`src/rtl/mvm_host_ctrl.sv`:
```
// mvm_host_ctrl: host-side initiator for the mvm_k_b matrix-vector core.
// Stages one command's operand words, replays them to the core as gap-free
// load bursts, pulses start, captures the k serial results and hands them
// out over a valid/ready result stream.
module mvm_host_ctrl #(
   parameter int k       = 8,
   parameter int b       = 8,
   parameter int timeout = 4096
) (
   input  logic                  clk,
   input  logic                  reset,
   input  logic                  cmd_valid,
   output logic                  cmd_ready,
   input  logic [1:0]            cmd_mode,
   input  logic                  in_valid,
   output logic                  in_ready,
   input  logic signed [b-1:0]   in_data,
   output logic                  loadMatrix,
   output logic                  loadVector,
   output logic                  start,
   output logic signed [b-1:0]   data_in,
   input  logic                  done,
   input  logic signed [2*b-1:0] data_out,
   output logic                  res_valid,
   input  logic                  res_ready,
   output logic signed [2*b-1:0] res_data,
   output logic                  res_last,
   output logic                  busy,
   output logic                  err
);

   localparam int NW = k*k + k;
   localparam int CW = $clog2(NW + 1);
   localparam int TW = $clog2(timeout);
   localparam int RW = $clog2(k);
   localparam logic [CW-1:0] N_ALL  = CW'(NW);
   localparam logic [CW-1:0] N_MAT  = CW'(k*k);
   localparam logic [CW-1:0] N_VEC  = CW'(k);
   localparam logic [TW-1:0] T_LAST = TW'(timeout - 2);
   localparam logic [RW-1:0] R_LAST = RW'(k - 1);

   typedef enum logic [3:0] {
      S_IDLE, S_FILL, S_LOAD1, S_STREAM1, S_LOAD2, S_STREAM2,
      S_START, S_WAIT, S_CAPTURE, S_DRAIN
   } state_t;

   state_t                state_q, state_d;
   logic [1:0]            mode_q, mode_d;
   logic [CW-1:0]         wr_cnt_q, wr_cnt_d;
   logic [CW-1:0]         rd_idx_q, rd_idx_d;
   logic [TW-1:0]         wait_cnt_q, wait_cnt_d;
   logic [RW-1:0]         cap_cnt_q, cap_cnt_d;
   logic [RW-1:0]         drn_idx_q, drn_idx_d;
   logic                  load_matrix_q, load_matrix_d;
   logic                  load_vector_q, load_vector_d;
   logic                  start_q, start_d;
   logic                  err_q, err_d;
   logic signed [b-1:0]   data_in_q, data_in_d;
   logic signed [b-1:0]   stage_q [NW];
   logic signed [2*b-1:0] res_buf_q [k];
   logic                  stage_we, res_we;
   logic                  mat_first, two_phase;
   logic [CW-1:0]         n_words, n_first;

   // Decode the latched mode into burst order and word counts.
   always_comb begin
      mat_first = (mode_q == 2'd0) || (mode_q == 2'd2);
      two_phase = !mode_q[1];
      case (mode_q)
         2'd2:    n_words = N_MAT;
         2'd3:    n_words = N_VEC;
         default: n_words = N_ALL;
      endcase
      n_first = mat_first ? N_MAT : N_VEC;
   end

   // Next-state logic; core-side outputs are derived from the next state so they leave a flop.
   always_comb begin
      state_d    = state_q;
      mode_d     = mode_q;
      wr_cnt_d   = wr_cnt_q;
      rd_idx_d   = rd_idx_q;
      wait_cnt_d = wait_cnt_q;
      cap_cnt_d  = cap_cnt_q;
      drn_idx_d  = drn_idx_q;
      err_d      = 1'b0;
      data_in_d  = '0;
      stage_we   = 1'b0;
      res_we     = 1'b0;
      case (state_q)
         S_IDLE: begin
            wr_cnt_d = '0;
            rd_idx_d = '0;
            if (cmd_valid) begin
               mode_d  = cmd_mode;
               state_d = S_FILL;
            end
         end
         S_FILL: begin
            if (in_valid) begin
               stage_we = 1'b1;
               wr_cnt_d = wr_cnt_q + CW'(1);
               if (wr_cnt_q == n_words - CW'(1)) state_d = S_LOAD1;
            end
         end
         S_LOAD1, S_LOAD2: begin
            // rd_idx_q always points at the next staged word to present.
            data_in_d = stage_q[rd_idx_q];
            rd_idx_d  = rd_idx_q + CW'(1);
            state_d   = (state_q == S_LOAD1) ? S_STREAM1 : S_STREAM2;
         end
         S_STREAM1: begin
            if (rd_idx_q == n_first) begin
               state_d = two_phase ? S_LOAD2 : S_START;
            end else begin
               data_in_d = stage_q[rd_idx_q];
               rd_idx_d  = rd_idx_q + CW'(1);
            end
         end
         S_STREAM2: begin
            if (rd_idx_q == n_words) begin
               state_d = S_START;
            end else begin
               data_in_d = stage_q[rd_idx_q];
               rd_idx_d  = rd_idx_q + CW'(1);
            end
         end
         S_START: begin
            wait_cnt_d = '0;
            state_d    = S_WAIT;
         end
         S_WAIT: begin
            // The abort lands err exactly timeout cycles after the start pulse.
            if (done) begin
               cap_cnt_d = '0;
               state_d   = S_CAPTURE;
            end else if (wait_cnt_q == T_LAST) begin
               err_d   = 1'b1;
               state_d = S_IDLE;
            end else begin
               wait_cnt_d = wait_cnt_q + TW'(1);
            end
         end
         S_CAPTURE: begin
            res_we = 1'b1;
            if (cap_cnt_q == R_LAST) begin
               drn_idx_d = '0;
               state_d   = S_DRAIN;
            end else begin
               cap_cnt_d = cap_cnt_q + RW'(1);
            end
         end
         S_DRAIN: begin
            if (res_ready) begin
               if (drn_idx_q == R_LAST) state_d = S_IDLE;
               else                     drn_idx_d = drn_idx_q + RW'(1);
            end
         end
         default: state_d = S_IDLE;
      endcase
      load_matrix_d = ((state_d == S_LOAD1) &&  mat_first) || ((state_d == S_LOAD2) && !mat_first);
      load_vector_d = ((state_d == S_LOAD1) && !mat_first) || ((state_d == S_LOAD2) &&  mat_first);
      start_d       = (state_d == S_START);
   end

   // Control and core-side output registers.
   always_ff @(posedge clk) begin
      if (reset) begin
         state_q       <= S_IDLE;
         mode_q        <= 2'd0;
         wr_cnt_q      <= '0;
         rd_idx_q      <= '0;
         wait_cnt_q    <= '0;
         cap_cnt_q     <= '0;
         drn_idx_q     <= '0;
         load_matrix_q <= 1'b0;
         load_vector_q <= 1'b0;
         start_q       <= 1'b0;
         err_q         <= 1'b0;
         data_in_q     <= '0;
      end else begin
         state_q       <= state_d;
         mode_q        <= mode_d;
         wr_cnt_q      <= wr_cnt_d;
         rd_idx_q      <= rd_idx_d;
         wait_cnt_q    <= wait_cnt_d;
         cap_cnt_q     <= cap_cnt_d;
         drn_idx_q     <= drn_idx_d;
         load_matrix_q <= load_matrix_d;
         load_vector_q <= load_vector_d;
         start_q       <= start_d;
         err_q         <= err_d;
         data_in_q     <= data_in_d;
      end
   end

   // Operand staging and result capture storage.
   always_ff @(posedge clk) begin
      if (reset) begin
         for (int i = 0; i < NW; i++) stage_q[i] <= '0;
         for (int i = 0; i < k; i++)  res_buf_q[i] <= '0;
      end else begin
         if (stage_we) stage_q[wr_cnt_q] <= in_data;
         if (res_we)   res_buf_q[cap_cnt_q] <= data_out;
      end
   end

   assign cmd_ready  = (state_q == S_IDLE);
   assign in_ready   = (state_q == S_FILL);
   assign busy       = (state_q != S_IDLE);
   assign loadMatrix = load_matrix_q;
   assign loadVector = load_vector_q;
   assign start      = start_q;
   assign data_in    = data_in_q;
   assign err        = err_q;
   assign res_valid  = (state_q == S_DRAIN);
   assign res_data   = (state_q == S_DRAIN) ? res_buf_q[drn_idx_q] : '0;
   assign res_last   = (state_q == S_DRAIN) && (drn_idx_q == R_LAST);

endmodule

```
`config.mk`:
```
export PLATFORM = sky130hd
export DESIGN_NAME = mvm_host_ctrl
export DESIGN_NICKNAME = d
export VERILOG_FILES = /design/src/rtl/mvm_host_ctrl.sv
export SDC_FILE = /design/constraint.sdc
export NUM_CORES = 2
export LEC_CHECK = 0
export CORE_MARGIN = 2
export CORE_UTILIZATION = 50
export DETAILED_ROUTE_END_ITERATION = 12
export PLACE_DENSITY = 0.77
export SLEW_MARGIN = 5
export SYNTH_ARGS = -nofsm -noshare
export SYNTH_HDL_FRONTEND = slang
export SYNTH_SLANG_ARGS = --single-unit
```
`constraint.sdc`:
```
create_clock -name clk -period 2.8 [get_ports clk]
set_clock_uncertainty 0.1 [all_clocks]
set_input_delay 0.56 -clock clk [delete_from_list [all_inputs] [get_ports clk]]
set_output_delay 0.56 -clock clk [all_outputs]
set_load 0.01 [all_outputs]
```
# Word level (Yosys, flattened, before mapping)
# Memories as Yosys holds them, arrays and structs flattened. A register that Yosys moved wholly into a read port is not among the register bits.
# Index checks and enable logic that the tools add are counted.
# totals
reg_bits	50
ram_bits	704
inputBits	32
output_inout_bits	33
wordCells	134
mem_count	2
# op_classes
addsub	6
eq_ne	30
mux	56
bitwise	1
reduce_logical	27
# mem_list
memory	depth	width	rd	rd_clocked_by_memory_dff	wr	line	rtl
stage_q	72	8	1	1	72	59	logic signed [b-1:0] stage_q [NW];
res_buf_q	8	16	1	1	8	60	logic signed [2*b-1:0] res_buf_q [k];
# op_table
cell	n
2-to-1 mux 7 bit	7
2-to-1 mux 4 bit	10
case mux 4 bit (9 select lines)	1
2-to-1 mux 16 bit	2
case mux 7 bit (2 select lines)	2
case mux 7 bit (4 select lines)	1
2-to-1 mux 3 bit	9
equality test 4 x 3 -> 1 bit, second input constant	6
2-to-1 mux 12 bit	2
2-to-1 mux 8 bit	3
case mux 12 bit (2 select lines)	1
case mux 8 bit (3 select lines)	1
equality test 7 bit	3
inequality test 2 bit, second input constant	9
OR reduction 16 bit	1
adder 7 x 1 -> 7 bit, second input constant	2
2-to-1 mux 1 bit	14
adder 12 x 1 -> 12 bit, second input constant	1
equality test 12 bit, second input constant	1
equality test 4 x 2 -> 1 bit, second input constant	3
case mux 3 bit (2 select lines)	2
AND reduction 3 bit	3
equality test 4 bit, second input constant	2
nonzero test 2 bit	4
19 further kinds	30

# Logic depth before layout (Yosys ltp)
# logic_depth
word_depth	10
ltp_mapped	11
ltp_nobuf	8

# Worst setup path after synthesis
# Ideal clock, no wire load.
# synth_timing
path_type	register -> output
from	register (tool-made name)
to	output res_data[10]
arrival_time_ns	1.803
required_ns	2.140
path_slack_ns	0.337
stages_incl_launch_ff	6
path_buffers	2
cell_sequence	dfxtp_1 -> clkbuf_1 -> buf_1 -> mux4_2 -> mux2i_1 -> nor2_1
# synth_lines
item	line	rtl
end, declared	26	output logic signed [2*b-1:0] res_data,

==> impl_metrics.csv <==
group,metric,value,unit
worst_setup_path,cp_slowest_cell,"mux4_2",
die,initial_core_util,0.503,
synthesis,synthMuxAreaShare,0.126,
synthesis,synth-main-ff-cell,"edfxtp_1",
sta,whs,167,ps
synthesis,synth_warnings,0,
synthesis,syn_area,52900,sq um
sta,setup_ws,-153,ps
outcome,outcome,"finished with violations",
sta,layout_min_cycle_time,2950,ps
sta,fmax,339,MHz
final_layout,mostFrequentLayoutCells,"1152 x edfxtp_1, 709 x and2_1, 296 x buf_4, 225 x mux4_2, 194 x nor2_1",
drt,post_drt_wl_per_cell,26.6,um
drt,viasPerCell,6.10,
final_layout,drive_gt1_frac,0.241,
final_layout,multiInputGateArea,16000,sq um
worst_setup_path,crit_fanout,4,
place,dp.cells,4923,
sta,tightest_slew,1070,ps
global_routing,met3_usage,0.0576,
worst_setup_path,critPathKind,"reg -> out",
pwr,power_density,616,nW/um^2
synthesis,seq_area_frac_synth,0.677,
drt,vias,31492,
final_layout,num_antenna_cells,0,
job,cap_violations,0,
die,die_h,329,um
final_layout,fill_cells,7754,
synthesis,synth-seq-cells,1212,
global_routing,grt_use_met2,0.403,
clocking,cts.path.max_buffers,3,
synthesis,synth-simple-area-share,0.134,
final_layout,final_common_cell,"edfxtp_1",
worst_setup_path,worst-path-buf-inv,3,
drt,antenna_left,0,
final_layout,stdcell_count,5160,
drt,first_pass_iters,8,
drt,drc,0,
synthesis,synth-adder-area-share,0.00213,
final_layout,final_area,61200,sq um
place,gp_congestion,0.918,
global_routing,grt_overflow,0,
synthesis,synth-xor-area-share,0.00315,
global_routing,grt_use_met1,0.347,
die,dieArea,108000,sq um
sta,rsz0062_at_grt,"true",
global_routing,track_usage,0.254,
outcome,violations,"setup timing",
global_routing,grt_pass1_vias,31524,
clocking,clkTransAtPathRegs,60,ps
die,ios,65,
drt,drtIter0Drc,3839,
synthesis,syn_avg_cell_area,15.7,sq um
place,hpwl,88.9,mm
clocking,cts_tree,"built",
synthesis,syn_inst,3369,
final_layout,fin_util,0.582,
synthesis,synth_nets,3410,
global_routing,grt_pass1_wl,204,mm
clocking,clk_latency,740,ps
global_routing,antenna_found_initial,2,
worst_setup_path,cp_top_family,"multiplexers",
clocking,cts_hold_buf,0,
global_routing,top_usage_layer,"met2",
final_layout,syn2layout_area_growth,15.7,%
synthesis,synth_top_family_by_area,"simple AND/OR/NAND/NOR gates",
worst_setup_path,required,2140,ps
clocking,cts_sinks,1212,
worst_setup_path,crit_chain,"buf_12 > buf_8 > mux4_2 > mux2i_2 > nor2_1 > buf_2",
sta,hold_viol,0,
synthesis,synth_edf_count,1152,
place,port_buffers,64,
global_routing,grt_max_degree,72,
sta,setup_viol,16,
min_path,min_path_type,"in -> reg",
sta,maxSlewHeadroom,0.284,
clocking,cts-root-buf,"clkbuf_16",
sta,min_period_over_period,1.05,
die,row_count,119,
drt,wl,137,mm
final_layout,area.sequential,35800,sq um
sta,drv_slew,0,
pwr,p_leak,20.9,nW
synthesis,ys_types,73,
die,coreArea,105000,sq um
clocking,cts_made_buffers,121,
place,place_area,57100,sq um
worst_setup_path,end_kind,"output pin",
worst_setup_path,cp-start-kind,"flop",
worst_setup_path,cp_data_arrival_time,2290,ps
synthesis,async_flop_share,0,
final_layout,fin_nets,3708,
clocking,cts.htree.levels,3,
worst_setup_path,max_stage_delay,500,ps
pwr,peakVddDrop,0.569,mV
die,die_w,329,um
synthesis,synth-compound-area-share,0.0350,
-- path summary, 6_finish.rpt --
check | start | endpoint | slack [ps] | cells past startpoint
worst min-delay path | in_data[0] | stage_q[104][0]$_DFFE_PP_ | 170 | 1
worst max register to register | flop | data_in[2]$_SDFF_PP0_ | 50 | 8
worst max-delay path | flop | res_data[5] | -150 | 6
worst min register to register | cap_cnt_q[2]$_SDFFE_PP0P_ | cap_cnt_q[2]$_SDFFE_PP0P_ | 390 | 2
-- stage by stage --
| step | setup WS, ps | power, W | TNS, ps |
|---|---|---|---|
| 6_report | -153 | 0.0377 | -1750 |
| 5_1_grt | -230 | 0.0385 | -2860 |
| 4_1_cts | -210 | 0.0378 | -2760 |
| 3_5_place_dp | -73.0 | 0.0218 | -1530 |
| 3_3_place_gp | -41.1 | 0.0218 | -1030 |
| 2_1_floorplan | 337 | 0.0212 | 0 |
-- worst register-to-register path, cell delays in order, from the launching register on --
cell	delay, ps
dfxtp_1	580
inv_1	380
buf_4	330
a221oi_1	380
o21ai_0	260
a22oi_1	260
a21oi_1	70
buf_4	160
o22ai_1	170
-- metal layers --
metal,part of all wire,up-vias
li1,-,13338
met1,0.38,15906
met2,0.47,1906
met3,0.11,340
met4,0.036,2
met5,0.000095,-
-- repair_timing --
item	in CTS	in global routing
buffers inserted	8	4
setup endpoints to repair	22	24
cloned	2	0
pin swaps	7	7
gates resized for setup	84	7
-- sequential cells by signal, indices dropped and copies added, names as in the netlist, 2 cells and up, named ones only --
register    count
rd_idx_q        7
drn_idx_q       3
wr_cnt_q        7
cap_cnt_q       3
res_buf_q     128
wait_cnt_q     12
mode_q          2
data_in         8
stage_q      1024
state_q         4
-- kinds of logic after synthesis --
kind of cell / Yosys count
multiplexers: 381
XOR/XNOR: 19
AND/OR/NAND/NOR: 1242
adder cells (fa/ha/maj): 9
flip-flops: 1212
buffers and inverters: 242
AO/OA/AOI/OAI: 264
-- power breakdown --
part	switching, W	internal, W	total (W)
combinational	0.000751	0.000345	0.00110
sequential	0.000162	0.0202	0.0204
clock	0.00711	0.00910	0.0162
-- area by class of cell --
cell class,instances,share of cell area
inverter,18,0.00110
multi-input combinational,1915,0.261
tap,1391,0.0284
timing repair buffer,399,0.0592
clock buffer,150,0.0526
sequential,1212,0.585
clock inverter,75,0.0120
-- cell usage after synthesis, drive strengths merged (3+ instances only) --
| cell | count | area share |
|---|---|---|
| edfxtp | 1152 | 0.65 |
| and2 | 710 | 0.084 |
| mux4 | 228 | 0.097 |
| nor2 | 208 | 0.015 |
| mux2i | 142 | 0.027 |
| clkbuf | 135 | 0.0096 |
| buf | 89 | 0.011 |
| nand2 | 81 | 0.0058 |
| or2 | 81 | 0.0096 |
| nand3 | 61 | 0.0063 |
| dfxtp | 60 | 0.023 |
| a21oi | 51 | 0.0048 |
| o21ai | 41 | 0.0039 |
| a221oi | 29 | 0.0050 |
| a22oi | 29 | 0.0041 |
| nor2b | 24 | 0.0028 |
| o22ai | 20 | 0.0024 |
| a221o | 19 | 0.0036 |
| a211oi | 18 | 0.0026 |
| inv | 18 | 0.0013 |
| nand4 | 14 | 0.0019 |
| o211ai | 13 | 0.0018 |
| nand2b | 12 | 0.0014 |
| xnor2 | 12 | 0.0020 |
| mux2 | 11 | 0.0023 |
| nor3 | 10 | 0.00095 |
| a31oi | 9 | 0.0011 |
| ha | 9 | 0.0021 |
| and3 | 7 | 0.00083 |
| o221ai | 7 | 0.0012 |
| xor2 | 7 | 0.0012 |
| a32oi | 6 | 0.00099 |
| nand3b | 6 | 0.00085 |
| nor4 | 6 | 0.00095 |
| a2111oi | 4 | 0.00066 |
| nor3b | 4 | 0.00078 |
| o21a | 4 | 0.00057 |
| or3 | 4 | 0.00057 |
| nand4b | 3 | 0.00050 |
Power figures use the tool's default switching activity.
